File: src/rtl/run_ctrl_watchdog.sv
// Run controller and watchdog for a DUT under test.
// Sequences DUT reset, supervises the run, records how it ended.
module run_ctrl_watchdog #(
  parameter int NUM_ERR      = 2,
  parameter int CNT_W        = 32,
  parameter int TIMEOUT      = 10000000,
  parameter int STALL_LIMIT  = 100000,
  parameter int DRAIN_CYCLES = 5,
  parameter int RST_CYCLES   = 2
) (
  input  logic               clk,
  input  logic               rst,
  output logic               dut_rst,
  input  logic               commit_valid,
  input  logic               halt,
  input  logic [NUM_ERR-1:0] err,
  output logic               finish,
  output logic               pass,
  output logic [2:0]         cause,
  output logic [NUM_ERR-1:0] err_src,
  output logic [CNT_W-1:0]   cycle_cnt,
  output logic [CNT_W-1:0]   commit_cnt
);

  typedef enum logic [1:0] {
    S_RESET,
    S_RUN,
    S_DRAIN,
    S_DONE
  } state_t;

  localparam logic [2:0] C_HALT  = 3'd1;
  localparam logic [2:0] C_ERR   = 3'd2;
  localparam logic [2:0] C_TMO   = 3'd3;
  localparam logic [2:0] C_STALL = 3'd4;

  // A zero count still spends one cycle in RESET.
  localparam logic [31:0] RST_LAST =
    (RST_CYCLES > 1) ? 32'(RST_CYCLES - 1) : 32'd0;
  localparam logic [31:0] DRN_LAST =
    (DRAIN_CYCLES > 1) ? 32'(DRAIN_CYCLES - 1) : 32'd0;

  localparam logic [CNT_W-1:0] TMO_V   = CNT_W'(TIMEOUT);
  localparam logic [CNT_W-1:0] STALL_V = CNT_W'(STALL_LIMIT);

  state_t             state, state_n;
  logic [31:0]        rst_cnt, rst_cnt_n;
  logic [31:0]        drn_cnt, drn_cnt_n;
  logic [CNT_W-1:0]   stall_cnt, stall_n;
  logic [CNT_W-1:0]   cycle_n, commit_n;
  logic [2:0]         cause_n;
  logic               pass_n;
  logic [NUM_ERR-1:0] err_src_n;

  function automatic logic [CNT_W-1:0] sat_inc(
    input logic [CNT_W-1:0] v
  );
    return (&v) ? v : v + CNT_W'(1);
  endfunction

  assign dut_rst = (state == S_RESET);
  assign finish  = (state == S_DONE);

  // Next-state and next-value logic; end events are prioritised.
  always_comb begin
    state_n   = state;
    rst_cnt_n = rst_cnt;
    drn_cnt_n = drn_cnt;
    stall_n   = stall_cnt;
    cycle_n   = cycle_cnt;
    commit_n  = commit_cnt;
    cause_n   = cause;
    pass_n    = pass;
    err_src_n = err_src;
    unique case (state)
      S_RESET: begin
        if (rst_cnt == RST_LAST) begin
          state_n = S_RUN;
        end else begin
          rst_cnt_n = rst_cnt + 32'd1;
        end
      end
      S_RUN: begin
        cycle_n = sat_inc(cycle_cnt);
        if (commit_valid) begin
          commit_n = sat_inc(commit_cnt);
          stall_n  = '0;
        end else begin
          stall_n  = sat_inc(stall_cnt);
        end
        if (|err) begin
          err_src_n = err;
          cause_n   = C_ERR;
          drn_cnt_n = 32'd0;
          state_n   = (DRAIN_CYCLES == 0) ? S_DONE : S_DRAIN;
        end else if (halt) begin
          cause_n = C_HALT;
          pass_n  = 1'b1;
          state_n = S_DONE;
        end else if (cycle_n == TMO_V) begin
          cause_n = C_TMO;
          state_n = S_DONE;
        end else if (STALL_LIMIT != 0 && stall_n == STALL_V) begin
          cause_n = C_STALL;
          state_n = S_DONE;
        end
      end
      S_DRAIN: begin
        cycle_n   = sat_inc(cycle_cnt);
        if (commit_valid) commit_n = sat_inc(commit_cnt);
        err_src_n = err_src | err;
        if (drn_cnt == DRN_LAST) begin
          state_n = S_DONE;
        end else begin
          drn_cnt_n = drn_cnt + 32'd1;
        end
      end
      S_DONE: begin
      end
      default: state_n = S_RESET;
    endcase
  end

  // State and data registers with synchronous reset.
  always_ff @(posedge clk) begin
    if (rst) begin
      state      <= S_RESET;
      rst_cnt    <= '0;
      drn_cnt    <= '0;
      stall_cnt  <= '0;
      cycle_cnt  <= '0;
      commit_cnt <= '0;
      cause      <= '0;
      pass       <= 1'b0;
      err_src    <= '0;
    end else begin
      state      <= state_n;
      rst_cnt    <= rst_cnt_n;
      drn_cnt    <= drn_cnt_n;
      stall_cnt  <= stall_n;
      cycle_cnt  <= cycle_n;
      commit_cnt <= commit_n;
      cause      <= cause_n;
      pass       <= pass_n;
      err_src    <= err_src_n;
    end
  end

endmodule

File: config.mk
export PLATFORM = sky130hd
export DESIGN_NAME = run_ctrl_watchdog
export DESIGN_NICKNAME = d
export VERILOG_FILES = /design/src/rtl/run_ctrl_watchdog.sv
export SDC_FILE = /design/constraint.sdc
export NUM_CORES = 1
export LEC_CHECK = 0
export BUFFER_PORTS_ARGS = -buffer_cell sky130_fd_sc_hd__buf_2
export CAP_MARGIN = 10
export CORE_MARGIN = 1
export CORE_UTILIZATION = 50
export CTS_CLUSTER_SIZE = 28
export DETAILED_ROUTE_END_ITERATION = 16
export PLACE_DENSITY = 0.69
export SLEW_MARGIN = 10
export SYNTH_ARGS = -nofsm -noshare
export SYNTH_HDL_FRONTEND = slang
export SYNTH_SLANG_ARGS = --single-unit
export TNS_END_PERCENT = 50
File: constraint.sdc
create_clock -name clk -period 3.8 [get_ports clk]
set_clock_uncertainty 0.05 [all_clocks]
set_input_delay 0.38 -clock clk [delete_from_list [all_inputs] [get_ports clk]]
set_output_delay 0.38 -clock clk [all_outputs]
set_load 0.01 [all_outputs]
; ---- After elaboration in Yosys (flattened, before gate mapping)
; Index checks and enable logic that the tools add are counted.
[word_totals]
ff_bits = 168
latchBits = 0
ramBits = 0
rom_bits = 0
input_bits = 6
output_inout_bits = 72
wordCells = 66
memories = 0
[classes]
add_sub_neg = 5
multipliers = 0
div_mod_pow = 0
order_cmp = 0
n_eq_ne = 12
n_shift = 0
muxes = 20
n_bitwise = 4
reduce_logical = 16
[op_table]
columns = op, count
row1 = 32-bit two-way mux, 6
row2 = "32-bit by 1-bit adder with 32-bit output, second input constant", 5
row3 = 32-bit AND reduction, 3
row4 = 32-bit one-hot mux with 2 select lines, 1
row5 = "32-bit by 1-bit equality test with 1-bit output, second input constant", 1
row6 = "32-bit by 17-bit equality test with 1-bit output, second input constant", 1
row7 = "32-bit by 24-bit equality test with 1-bit output, second input constant", 1
row8 = "32-bit by 3-bit equality test with 1-bit output, second input constant", 1
row9 = 2-bit two-way mux, 7
row10 = 3-bit two-way mux, 4
row11 = 3-bit AND reduction, 3
row12 = "2-bit inequality test, second input constant", 3
row13 = 2-bit one-hot mux with 3 select lines, 1
row14 = 2-bit AND reduction, 3
row15 = "5-bit inequality test, second input constant", 1
row16 = "2-bit equality test, second input constant", 2
row17 = 2-bit one-hot mux with 2 select lines, 1
row18 = 4-bit AND reduction, 1
row19 = 4-bit nonzero test, 1
row20 = 2-bit OR reduction, 2
row21 = 1-bit inverter, 3
row22 = 3-bit nonzero test, 1
row23 = "2-bit by 1-bit equality test with 1-bit output, second input constant", 1
row24 = 2-bit logical NOT, 1
row25 = other kinds (3), 3

; ---- Longest topological paths before layout
[depth]
word_depth = 10
depth_mapped = 12

; ---- Worst setup path before layout
; OpenSTA, ideal clock, no wires.
[synth_timing]
path_kind = register to register
from = reg cycle_cnt[1]
to = reg cause[2]
t_arrival_ns = 3.162
required_time_ns = 3.619
path_slack_ns = 0.457
path_stages_with_launch = 12
period_less_slack_ns = 3.343
cell_sequence = dfxtp_1 ha_1 buf_2 nand2_1 nor3_1 nand4_1 mux2i_1 or4_1 or4_4 o31ai_4 o21ai_0 nor3b_1
[synth_via]
elab_chain_cells = 6
[synth_lines]
columns = element, line_no
row1 = from (decl), 21  ; output logic [CNT_W-1:0] cycle_cnt,
row2 = from (signal assigned), 141  ; cycle_cnt <= cycle_n;
row3 = 32-bit by 1-bit adder with 32-bit output / 32-bit AND reduction (equally long branches), 58  ; return (&v) ? v : v + CNT_W'(1);
row4 = 32-bit two-way mux *, n/a
row5 = 32-bit by 24-bit equality test with 1-bit output *, 100  ; end else if (cycle_n == TMO_V) begin
row6 = 3-bit two-way mux, 100
row7 = 3-bit two-way mux, 96  ; end else if (halt) begin
row8 = 3-bit two-way mux, 91  ; if (|err) begin
row9 = to (signal assigned), 143  ; cause <= cause_n;
row10 = to (decl), 19  ; output logic [2:0] cause,
; Mark *: on every way between the ends. The rest lies on a longest branch, timed or not.
; A chain may end at the register's enable or synchronous reset.

; ---- Final worst setup path
[layout_timing]
from = reg stall_cnt[18]
to = reg state[1]
[layout_via]
elab_chain_cells = 7
[layout_lines]
columns = element, line_no
row1 = from (decl), 49  ; logic [CNT_W-1:0] stall_cnt, stall_n;
row2 = from (signal assigned), 140  ; stall_cnt <= stall_n;
row3 = 32-bit by 1-bit adder with 32-bit output / 32-bit AND reduction (equally long branches), 58
row4 = 32-bit two-way mux *, 58
row5 = 32-bit two-way mux *, 85  ; if (commit_valid) begin
row6 = 32-bit two-way mux *, 75  ; unique case (state)
row7 = 32-bit by 17-bit equality test with 1-bit output *, 103  ; end else if (STALL_LIMIT != 0 && stall_n == STALL_V) begin
row8 = 5-bit inequality test (no source line) *, n/a
row9 = 4-bit AND reduction (no source line) *, n/a
row10 = to (signal assigned), 137  ; state <= state_n;
row11 = to (decl), 46  ; state_t state, state_n;
; Mark *: on every way between the ends. The rest lies on a longest branch, timed or not. The select of a mux whose other input is x is not followed.

==> metrics.txt <==
status=finished clean; Setup-failing EPs final=0; # Max-Cap Violations=0; Post-Syn Area=9210 sq um; min cycle time layout=approximately 3.4 ns; relative slew slack=0.417; met3 Use GR=0.0508; Worst Hold Endpoint=pass; clk slew on worst S/H paths=roughly 0.070 ns; initial antenna violation count=0; io pins=78; Power Density=between 400 and 500 nW/um^2; Setup crit end kind=flip-flop; Hold-fix buffers, CTS=0; RSZ-0062 raised after global routing=no; Hold Vio Cnt, Final=0; Worst setup SP type=flip-flop; Non-Filler Instances=between 1000 and 1500; WL final=approximately 21000 microns; EDFF count, synth=0; Hold Path Origin=halt; final design utilization=0.573; Crit Reg-Reg Startpoint=stall_cnt[18]; fin area=around 10000 sq um; remaining global-route overflow=0; Area Growth Syn to Fin=12.1%; vias in the first global route=around 7400; Placed Cells incl. Taps=1425; Post-DP Area=9740 sq um; leakage power=approximately 3.8 nW; CP required=approximately 4.1 ns; measured slew at the worst slew-check pin=~0.87 ns; Die Y=roughly 140 microns; CTS H-Tree Depth=4; CTS resizes=0; FP Rows=approximately 50; cts bufs inserted=17; fmax=a little under 300 MHz; async set-reset flop share out of synthesis=0; Core ar.=approximately 18000 sq um; global-route wire length before repair=35300 microns; R2R Setup Slk=0.36 ns; gr busiest metal=met2; FF+latch count, synth=approximately 170; worst reg2reg path depth=9; cell count after synthesis=approximately 1200; top cells by area, synth=dfxtp_1 (37%), xor2_1 (7.8%), nor2_1 (7.4%); initial DRC count=between 500 and 600; Setup TNS=0 ns; TritonCTS clock tree=built; nets=1232; DR WL/cell=14.5 microns; largest net degree at the start of global routing=85; storage element area=3360 sq um; Syn. warnings=0; area share of the largest cell type after synthesis=0.365; layout cells sized above 1=0.125; clk root buf=clkbuf_16; Via density=roughly 5.7; postcts setup bufs=0; number of port buffers=77; library cells used by synthesis=70; Main synth FF type=dfxtp_1; maximum VDD drop=approximately 370 uV; DRT antenna net count=0; vias=8303; met1 usage=0.318; fill count=about 1700; Syn Nets=1182; count of pins over their slew limit=0; initial core utilization=0.511; Seq/Total Area, Yosys=0.365; RR Endpoint=state[1]; Syn Area/Cell=~8 sq um; Hold Path Depth=3; part of the cycle the worst path needs=0.906; multi-input logic area=5510 sq um; Die Wd=138 microns; CTS sink cnt=between 150 and 200; hold slack=around 0.17 ns; post-DP HPWL=roughly 14000 microns; Hold WC Path Type=input pin to flip-flop; Clk Latency, worst-skew pair=around 0.43 ns; die area=~19000 sq um; CP Data Arrival Time=between 3 and 4 ns; # diodes=0; Yosys top cell by area=dfxtp_1; DR DRC count=0; M2 GR Usage=0.360; Tot GR Track Use=0.231; routability cong.=approximately 0.86; clk buf depth=2; DRT Pass-1 Iters=5; Critical Path Fanout Max=12; worst setup path category=flip-flop to flip-flop
## final cells by class
| type | instances | share of cell area |
|---|---|---|
| Clock buffer | 17 | 0.0412 |
| Sequential cell | 168 | 0.326 |
| Clock inverter | 15 | 0.0151 |
| Tap cell | 229 | 0.0277 |
| Multi-Input combinational cell | 912 | 0.533 |
| Timing Repair Buffer | 91 | 0.0477 |
| Inverter | 25 | 0.00909 |
## worst max-delay path by stage
stage / startpoint / to / cells after the start
after floorplan: cycle_cnt[1] / cause[2] / 11
after global placement: stall_cnt[18] / cause[1] / 9
after detailed placement: stall_cnt[18] / state[1] / 9
after CTS: stall_cnt[18] / state[1] / 9
after global routing: stall_cnt[18] / state[1] / 9
final: stall_cnt[18] / state[1] / 9
## layer usage
layer  up-vias  share of wire
met5         -              0
met4         0          0.014
met3        23          0.046
met2       172           0.46
met1      3884           0.48
li1       4224              -
## critical path: stages (launching register included)
cell and delay (ns):
dfxtp_1 0.57, nand4_4 0.21, nor4_4 0.68, a21boi_0 0.32, mux2_2 0.33, or4_1 0.42
and3b_1 0.23, and4b_4 0.27, o41ai_1 0.10, mux2i_1 0.12
## logic make-up after synthesis
| logic type | count (synthesis) | synth area share |
|---|---|---|
| DFF | 168 | 0.365 |
| xor gates and xnor gates | 124 | 0.118 |
| buffers and inverters | 85 | 0.0375 |
| AOI/OAI and AO/OA | 176 | 0.115 |
| and+or+nand+nor | 589 | 0.336 |
| adders and majority gates | 11 | 0.0149 |
| muxes | 12 | 0.0136 |
## metrics by stage
stage               setup WS (ns)  total power (W)
finish                      0.355          0.00419
global route               0.0391          0.00439
CTS                         0.362          0.00422
detailed placement          0.390          0.00251
global placement            0.472          0.00250
floorplan                   0.457          0.00234
## placed cells by master (no fill, tap or decap), types with 42 or more instances in the layout
cell type / n
a21oi_1: 66
o21ai_0: 61
nand3_1: 62
nand2_1: 88
nand4_1: 53
xor2_1: 82
nor2_1: 182
buf_2: 76
dfxtp_1: 168
xnor2_1: 42
## synthesized netlist by cell type (7+ instances only)
library cell / number
nor3_1: 29
xor2_1: 82
mux2i_1: 8
nand2_1: 88
nor2_1: 182
nand4_1: 53
o21ai_0: 61
xnor2_1: 42
or3_1: 35
nor4_1: 22
nand3_1: 62
a21oi_1: 66
ha_1: 11
a31oi_1: 7
buf_2: 11
dfxtp_1: 168
clkbuf_1: 44
and2_1: 10
a211oi_1: 7
nand2b_1: 7
and3_1: 34
inv_1: 25
and4_1: 18
## power breakdown
part           switching (W)  internal (W)  total, W
Sequential         0.0000489       0.00181   0.00186
Clock               0.000797      0.000929   0.00173
Combinational       0.000397      0.000214  0.000611
## registers in the layout, summed over array words and instances, names as in the netlist
register,flops
stall_cnt,32
cycle_cnt,32
state,2
rst_cnt,32
err_src,2
cause,3
pass,1
commit_cnt,32
drn_cnt,32
(Power assumes the default switching activity.)
